### src/rtl/picobello_link_arbiter.sv
// rtl/picobello_link_arbiter.sv - wormhole round-robin output-link arbiter (option: PICOBELLO_LINK_ARB_OUT_REG_EN)
module picobello_link_arbiter #(
  parameter int NumInp      = 5,
  parameter int FlitWidth   = 64,
  parameter int TileX       = 0,
  parameter int TileY       = 0,
  parameter int OutDir      = 4,
  parameter int StallThresh = 16
) (
  input  logic                             clk_i,
  input  logic                             rst_ni,
  input  logic [NumInp-1:0]                valid_i,
  output logic [NumInp-1:0]                ready_o,
  input  logic [NumInp-1:0][FlitWidth-1:0] data_i,
  input  logic [NumInp-1:0]                last_i,
  output logic                             valid_o,
  input  logic                             ready_i,
  output logic [FlitWidth-1:0]             data_o,
  output logic                             last_o,
  output logic [2:0]                       idx_o,
  output logic                             busy_o,
  output logic                             stall_o
);

  localparam int NumXMesh = 3;
  localparam int NumYMesh = 2;
  localparam int DirNorth = 0;
  localparam int DirEast  = 1;
  localparam int DirSouth = 2;
  localparam int DirWest  = 3;
  localparam int CntW     = $clog2(StallThresh + 1);

  typedef enum logic {IDLE, LOCKED} state_e;

  state_e               state_q, state_d;
  logic [2:0]           ptr_q, ptr_d, lk_q, lk_d, idx_q;
  logic [CntW-1:0]      cnt_q;
  logic [NumInp-1:0]    elig;
  logic                 grant_vld;
  logic [2:0]           grant;
  logic                 arb_valid, arb_ready, arb_last, hs;
  logic [FlitWidth-1:0] arb_data;
  int                   cand;

  function automatic logic [2:0] next_idx(input logic [2:0] i);
    return (i == 3'(NumInp - 1)) ? 3'd0 : i + 3'd1;
  endfunction

  // Static eligibility: no U-turn and no direction that leaves the mesh edge
  always_comb begin
    for (int i = 0; i < NumInp; i++) begin
      elig[i] = !((i == OutDir) ||
                  (TileX == 0            && i == DirWest)  ||
                  (TileX == NumXMesh - 1 && i == DirEast)  ||
                  (TileY == 0            && i == DirSouth) ||
                  (TileY == NumYMesh - 1 && i == DirNorth));
    end
  end

  // Grant selection: locked input, else first eligible valid input from ptr
  always_comb begin
    grant_vld = 1'b0;
    grant     = idx_q;
    cand      = 0;
    if (state_q == LOCKED) begin
      grant_vld = 1'b1;
      grant     = lk_q;
    end else begin
      for (int k = 0; k < NumInp; k++) begin
        cand = (int'(ptr_q) + k) % NumInp;
        if (!grant_vld && elig[cand] && valid_i[cand]) begin
          grant_vld = 1'b1;
          grant     = 3'(cand);
        end
      end
    end
  end

  // Arbiter-side datapath and per-input ready
  always_comb begin
    arb_valid = grant_vld && valid_i[grant];
    arb_data  = grant_vld ? data_i[grant] : '0;
    arb_last  = grant_vld && last_i[grant];
    for (int i = 0; i < NumInp; i++) begin
      ready_o[i] = grant_vld && (grant == 3'(i)) && arb_ready;
    end
  end

  assign hs      = arb_valid && arb_ready;
  assign idx_o   = grant;
  assign busy_o  = (state_q == LOCKED);
  assign stall_o = (cnt_q == CntW'(StallThresh));

  // Next-state: lock on anything but an accepted last flit, rotate ptr on packet end
  always_comb begin
    state_d = state_q;
    lk_d    = lk_q;
    ptr_d   = ptr_q;
    if (state_q == IDLE) begin
      if (arb_valid) begin
        if (hs && arb_last) begin
          ptr_d = next_idx(grant);
        end else begin
          state_d = LOCKED;
          lk_d    = grant;
        end
      end
    end else if (hs && arb_last) begin
      state_d = IDLE;
      ptr_d   = next_idx(lk_q);
    end
  end

  // State, pointer, held index and saturating stall counter
  always_ff @(posedge clk_i) begin
    if (!rst_ni) begin
      state_q <= IDLE;
      ptr_q   <= '0;
      lk_q    <= '0;
      idx_q   <= '0;
      cnt_q   <= '0;
    end else begin
      state_q <= state_d;
      ptr_q   <= ptr_d;
      lk_q    <= lk_d;
      idx_q   <= grant;
      if (!arb_valid || hs) begin
        cnt_q <= '0;
      end else if (cnt_q != CntW'(StallThresh)) begin
        cnt_q <= cnt_q + 1'b1;
      end
    end
  end

`ifdef PICOBELLO_LINK_ARB_OUT_REG_EN
  logic [1:0]         sp_cnt_q;
  logic               sp_wr_q, sp_rd_q, sp_push, sp_pop;
  logic [FlitWidth:0] sp_mem_q [2];

  assign arb_ready         = (sp_cnt_q != 2'd2);
  assign sp_push           = arb_valid && arb_ready;
  assign valid_o           = (sp_cnt_q != 2'd0);
  assign sp_pop            = valid_o && ready_i;
  assign {last_o, data_o}  = sp_mem_q[sp_rd_q];

  // Two-entry spill FIFO decoupling upstream ready from ready_i
  always_ff @(posedge clk_i) begin
    if (!rst_ni) begin
      sp_cnt_q    <= '0;
      sp_wr_q     <= 1'b0;
      sp_rd_q     <= 1'b0;
      sp_mem_q[0] <= '0;
      sp_mem_q[1] <= '0;
    end else begin
      if (sp_push) begin
        sp_mem_q[sp_wr_q] <= {arb_last, arb_data};
        sp_wr_q           <= ~sp_wr_q;
      end
      if (sp_pop) begin
        sp_rd_q <= ~sp_rd_q;
      end
      sp_cnt_q <= sp_cnt_q + {1'b0, sp_push} - {1'b0, sp_pop};
    end
  end
`else
  assign arb_ready = ready_i;
  assign valid_o   = arb_valid;
  assign data_o    = arb_data;
  assign last_o    = arb_last;
`endif

endmodule

### config.mk
export PLATFORM = sky130hd
export DESIGN_NAME = picobello_link_arbiter
export DESIGN_NICKNAME = d
export VERILOG_FILES = /design/src/rtl/picobello_link_arbiter.sv
export SDC_FILE = /design/constraint.sdc
export NUM_CORES = 1
export LEC_CHECK = 0
export ABC_AREA = 1
export ABC_CLOCK_PERIOD_IN_PS = 5100
export BUFFER_PORTS_ARGS = -buffer_cell sky130_fd_sc_hd__buf_2
export CAP_MARGIN = 10
export CORE_AREA = 2 2 157 159
export DETAILED_ROUTE_END_ITERATION = 10
export DIE_AREA = 0 0 159 161
export PLACE_DENSITY = 0.5
export SLEW_MARGIN = 10
export SYNTH_ARGS = -nofsm -noshare
export SYNTH_HDL_FRONTEND = slang
export SYNTH_SLANG_ARGS = --single-unit
### constraint.sdc
create_clock -name clk_i -period 5.1 [get_ports clk_i]
set_input_delay 0 -clock clk_i [delete_from_list [all_inputs] [get_ports clk_i]]
set_output_delay 0 -clock clk_i [all_outputs]
set_load 0.01 [all_outputs]
Word-level counts from Yosys, hierarchy flattened

Memory sizes are Yosys's and may differ from the RTL's.
Index checks and enable logic that the tools add are counted.

RAM bits: 0
Input port bits: 333
Output and inout bits: 76
Memory bits (read-only): 40
Memories kept: 5
Word-level logic and storage cells: 129
Latch bits: 0
Bits in registers: 15

Memories:

| memory          | words | bits a word | read ports | clocked after Yosys merged registers in | write ports | RTL line | RTL |
|---|---|---|---|---|---|---|---|
| (no name shown) | 8     | 1           | 1          | 0                                       | 0           | 71       | `if (!grant_vld && elig[cand] && valid_i[cand]) begin` |
| (no name shown) | 8     | 1           | 1          | 0                                       | 0           | 71       |  |
| (no name shown) | 8     | 1           | 1          | 0                                       | 0           | 71       |  |
| (no name shown) | 8     | 1           | 1          | 0                                       | 0           | 71       |  |
| (no name shown) | 8     | 1           | 1          | 0                                       | 0           | 71       |  |

$lt $le $gt $ge: 6
Multipliers: 0
Reduce and logical (&&, ||, !) cells: 34
Divide/modulo/power cells: 5
Shift-type cells: 0
Add/sub/neg operators: 7
Bitwise gates (word level): 3
Equality and inequality tests: 7
Multiplexer cells: 57

Operators with widths:

| kind                  | number |
|---|---|
| $bmux 64 s3           | 1 |
| $lt 32x5->1 const B   | 5 |
| $mod 32x4->32 const B | 4 |
| $mux 64               | 2 |
| $mux 3                | 12 |
| $mux 1                | 35 |
| $mod 4x4->32 const B  | 1 |
| $logic_and 1x1->1     | 23 |
| $bmux 1 s3            | 7 |
| $add 3x2->4 const B   | 2 |
| $add 3x1->3 const B   | 2 |
| $eq 3x2->1 const B    | 2 |
| $eq 3x3->1 const B    | 2 |
| $add 5x1->5 const B   | 1 |
| $eq 5x5->1 const B    | 1 |
| $logic_not 1->1       | 5 |
| $ne 5x5->1 const B    | 1 |
| $add 3x1->4 const B   | 1 |
| $add 3x3->4 const B   | 1 |
| $lt 3x4->1 const B    | 1 |
| $eq 3x1->1 const B    | 1 |
| $logic_not 3->1       | 1 |
| $not 1->1             | 3 |
| $reduce_and 3->1      | 1 |
| other kinds (4)       | 4 |

Depth between registers and ports, before layout

Word-level depth: 35
Depth in mapped cells: 36
Depth with buffers taken out: 34

Least setup slack after synthesis

OpenSTA, ideal clock, no wires.

Kind: register -> register
Start point: register ptr_q[0]
End point: register ptr_q[2]
Clock period less this slack: 4.213 ns
Library setup time: 0.113 ns
Required time: 4.987 ns
Setup slack: 0.887 ns
Buffers on the path: 3
Stages on the path, launching flop included: 31
Data arrival time: 4.101 ns
Path through: dfxtp_1 > buf_6 > inv_4 > ha_1 > inv_1 > ha_1 > inv_1 > ha_1 > nor2_1 > nand2_1 > nand2_1 > xor2_1 > ha_1 > nand2_1 > nand2_2 > nand3_1 > nand3_1 > nand3_2 > nor2_4 > nand3_1 > nand4_1 > nand2_2 > buf_2 > clkbuf_1 > ha_1 > ha_1 > nor2_1 > a22oi_1 > nand2_1 > nand2_1 > nor2_1

Cells in the longest elaborated chain, start to end: 33
Elaborated cells on any way between the ends: 84
Those cells by class: add/sub: 5; div: 5; eq/ne: 1; mux: 49; reduce/logical: 19; memory: 5

RTL lines:

| what                                                   | RTL line | RTL |
|---|---|---|
| start, declared                                        | 36       | `logic [2:0] ptr_q, ptr_d, lk_q, lk_d, idx_q;` |
| start signal, assigned                                 | 124      | `ptr_q <= ptr_d;` |
| branches (longest 25 deep; another with $mod 32x4->32) | -        |  |
| $mux 3 (*)                                             | 71       |  |
| $mux 3 (*)                                             | 65       | `if (state_q == LOCKED) begin` |
| net idx_o[1]                                           | 20       | `output logic [2:0] idx_o,` |
| branches (longest 6 deep; another with $add 3x1->3)    | -        |  |

Mark *: on every way through the listed nets, which the timed path passes. The select of a mux whose other input is x is not followed.
A chain may end at the register's enable or synchronous reset.

Worst setup path after layout

Start point: register ptr_q[0]
End point: output port data_o[45]

Cells in the longest elaborated chain, start to end: 30
Elaborated cells on any way between the ends: 71
Those cells by class: add/sub: 4; div: 5; mux: 44; reduce/logical: 13; memory: 5

RTL lines:

| what                                                   | RTL line | RTL |
|---|---|---|
| branches (longest 29 deep; another with $mod 32x4->32) | -        |  |
| $mux 64 (*)                                            | 82       | `arb_data = grant_vld ? data_i[grant] : '0;` |
| end, declared                                          | 18       | `output logic [FlitWidth-1:0] data_o,` |

Every way passes the cells marked *. The select of a mux whose other input is x is not followed.

==> results by group <==
Run
  – # Max-Cap Violations: 0

Drt
  – DR DRC count: 0
  – Avg WL per Cell: 18.8 um
  – Drt initial violations: 737
  – Final WL: 30.2 mm
  – Vias/cell: 5.00
  – Via count: 8,028
  – Antenna viol nets, final: 0
  – Pre-antenna DRT Iters: 5

Synthesis
  – Synthesis warning total: 0
  – Asr flop ratio synth: 0
  – Seq cells post-synth: 15
  – Predominant post-synthesis flop cell: dfxtp_1
  – Syn Inst Count: approximately 900
  – Post-synth cell types: 35
  – Post-synth top area cell: nor2_1
  – Synth top area cells: nor2_1 12%, nand2_1 11%, o21ai_0 11%, nand4_1 8.7%, o22ai_1 8.2%
  – Area of the mapped netlist: 4940 um^2
  – Syn avg cell area: roughly 5.4 um^2
  – Post-synth top area share: 0.122
  – Register area share after synthesis: 0.0608
  – Post-synth EDFFs: 0
  – Syn_nets: between 1,000 and 1,500

Die
  – Die Width: ~160 um
  – Die area: between 20,000 and 30,000 um^2
  – Die Ht: 161 um
  – Core box area: 24,000 um^2
  – Row count: 57
  – Initial Utilization: 0.206
  – IO Pins: roughly 410

Clock tree
  – Clock root cell: clkbuf_16
  – Clock sinks: 15
  – CTS max path bufs: 2
  – TritonCTS clock tree: done
  – H-tree depth: 1
  – Worst-path clk slew: 0.05 ns
  – CTS buffer count: 3
  – Worst skew pair latency: 0.24 ns
  – CTS hold repair buffers: 0

Status
  – Status: complete, no violations

Global routing
  – First-pass GRT wire length: 43.4 mm
  – Total GRT Usage: 0.215
  – Total global routing overflow: 0
  – Largest net degree at the start of global routing: 97
  – Vias in the first global route: approximately 7,300
  – Initial antenna violation count: 5

Critical path
  – FF-to-FF Start: ptr_q[0]
  – Critical Path RT: roughly 5 ns
  – CP Launch Type: register
  – Setup Crit Path Kind: reg2out
  – CP startpoint: ptr_q[0]
  – Crit-path max FO: 49
  – R2R depth: 29
  – Register-to-Register Setup Slack: about 0.8 ns
  – CP arrival: approximately 4.6 ns
  – Critical Path Most Common Cell: nand2_1
  – Max stage delay on crit path: 0.33 ns
  – Slowest cell on crit path: dfxtp_1
  – Crit-path leading delay family: simple AND/OR/NAND/NOR gates
  – CP endpoint kind: output port
  – WP buf/inv: 6
  – Critical path depth: 27

Worst hold path
  – Worst hold path cell count: 3
  – Hold Path Class: in2reg
  – Hold wc startpoint: rst_ni

Cells and area
  – Area delta synth->final: 51.7%
  – Register area: 302 um^2
  – Nets: 1,640
  – Area of the multi-input gates: 4070 um^2
  – Share of layout cells above drive strength 1: 0.387
  – Fill cells: 2,807
  – Final instance area: ~7500 um^2

Placed design
  – GP Congestion: 0.923
  – Post-placement cell area: 7290 um^2
  – Number of port buffers: approximately 410
  – Detailed placement HPWL: 23.9 mm

Timing
  – Fmax: ~220 MHz
  – Worst-Margin Slew: ~0.56 ns
  – Sum Neg Setup Slack: 0 ns
  – Clock Skews: 0.000877 ns
  – Final setup vio count: 0
  – Fin. Hold Viols: 0
  – Final period util: 0.901
  – Fin crit period: 4.59 ns
  – Slew Viols, Final: 0
  – RSZ-0062 raised after global routing: no
  – Rel. slew slack: 0.621

Power
  – PD cells: 1010 nW/um^2
  – Leak: between 0.003 and 0.004 uW
  – Overall Power: ~7600 uW
  – Max VDD drop: roughly 430 uV
synth_stat cells, types with 8 or more instances:
cell type,count
inv_1,40
nor2_1,161
o22ai_1,65
nand3_2,8
nand2_2,13
ha_1,28
nand3_1,31
o21ai_1,29
clkbuf_1,26
nand2_1,148
dfxtp_1,15
o21ai_0,110
buf_2,41
a21oi_1,78
nand4_1,69
worst paths after layout:
check	endpoint
worst max-delay path	data_o[45]
worst min-delay path	ptr_q[2]
worst max register to register	ptr_q[0]
worst min register to register	lk_q[1]
layer usage:
metal	GRT usage	part of all wire
met1	0.289	0.44
met4	0.0587	0.026
met5	0	0.00033
met3	0.0480	0.079
met2	0.349	0.45
worst register-to-register path, delay by kind of cell (launching register included):
family	cells	cell delay, ns
compound gates	1	0.20
simple gates	18	1.94
fa+ha+maj	4	0.90
buf+inv	5	0.66
flops	1	0.33
xor+xnor	1	0.20
state kept, by name (all words and copies together) (netlist names):
name    cells
cnt_q       5
idx_q       3
lk_q        3
ptr_q       3
busy_o      1
power by group:
group,internal [uW],switching (uW)
registers,145,39.6
clock network,105,48.2
logic,2520,4750
logic make-up (layout without fill, tap and decap cells):
| logic type | Yosys count | after routing | share of synthesized area |
|---|---|---|---|
| buf+inv | 130 | 489 | 0.122 |
| compound gates | 290 | 290 | 0.315 |
| flops | 15 | 15 | 0.0608 |
| xor+xnor | 8 | 8 | 0.0157 |
| other cells | 0 | 3 | 0 |
| simple gates | 448 | 448 | 0.415 |
| fa+ha+maj | 28 | 28 | 0.0709 |
cell usage in the layout (no fill, tap or decap), types with 3 or more instances in the layout:
cell / netlist / routed
buf_2: 41 / 408
nor2_1: 161 / 161
nand2_1: 148 / 148
o21ai_0: 110 / 110
a21oi_1: 78 / 77
nand4_1: 69 / 69
o22ai_1: 65 / 65
inv_1: 40 / 37
nand3_1: 31 / 31
o21ai_1: 29 / 29
ha_1: 28 / 26
buf_4: 6 / 15
dfxtp_1: 15 / 14
nand2_2: 13 / 13
nand3_2: 8 / 8
buf_12: 0 / 8
inv_2: 6 / 7
xor2_1: 6 / 5
nor3_1: 4 / 4
a21oi_2: 3 / 4
clkbuf_16: 0 / 4
diode_2: 0 / 3
nand3b_1: 3 / 3
nor2_2: 3 / 3
nor2_4: 3 / 3
buf_6: 5 / 3
timing repair:
action | in CTS | in global routing
gates resized for setup | 0 | 16
setup buffers | 0 | 4
setup endpoints to repair | 0 | 64
metrics by stage:
step,cells,hold slack (ns),setup slack (ns),util
after global routing,1604,0.0470,0.00713,0.313
after floorplan,919,0.120,0.887,-
final,1605,0.0211,0.506,0.313
after detailed placement,1593,0.281,0.427,0.304
after global placement,1593,0.284,0.537,0.304
after CTS,1597,0.0231,0.140,0.307
layout make-up:
| cell class | count | area share |
|---|---|---|
| Timing Repair Buffer | 437 | 0.324 |
| Sequential cell | 15 | 0.0402 |
| Clock inverter | 1 | 0.000668 |
| Inverter | 48 | 0.0270 |
| Tap cell | 324 | 0.0541 |
| Clock buffer | 3 | 0.0100 |
| Multi-Input combinational cell | 774 | 0.543 |
| Antenna cell | 3 | 0.00100 |
(Power assumes the default switching activity.)
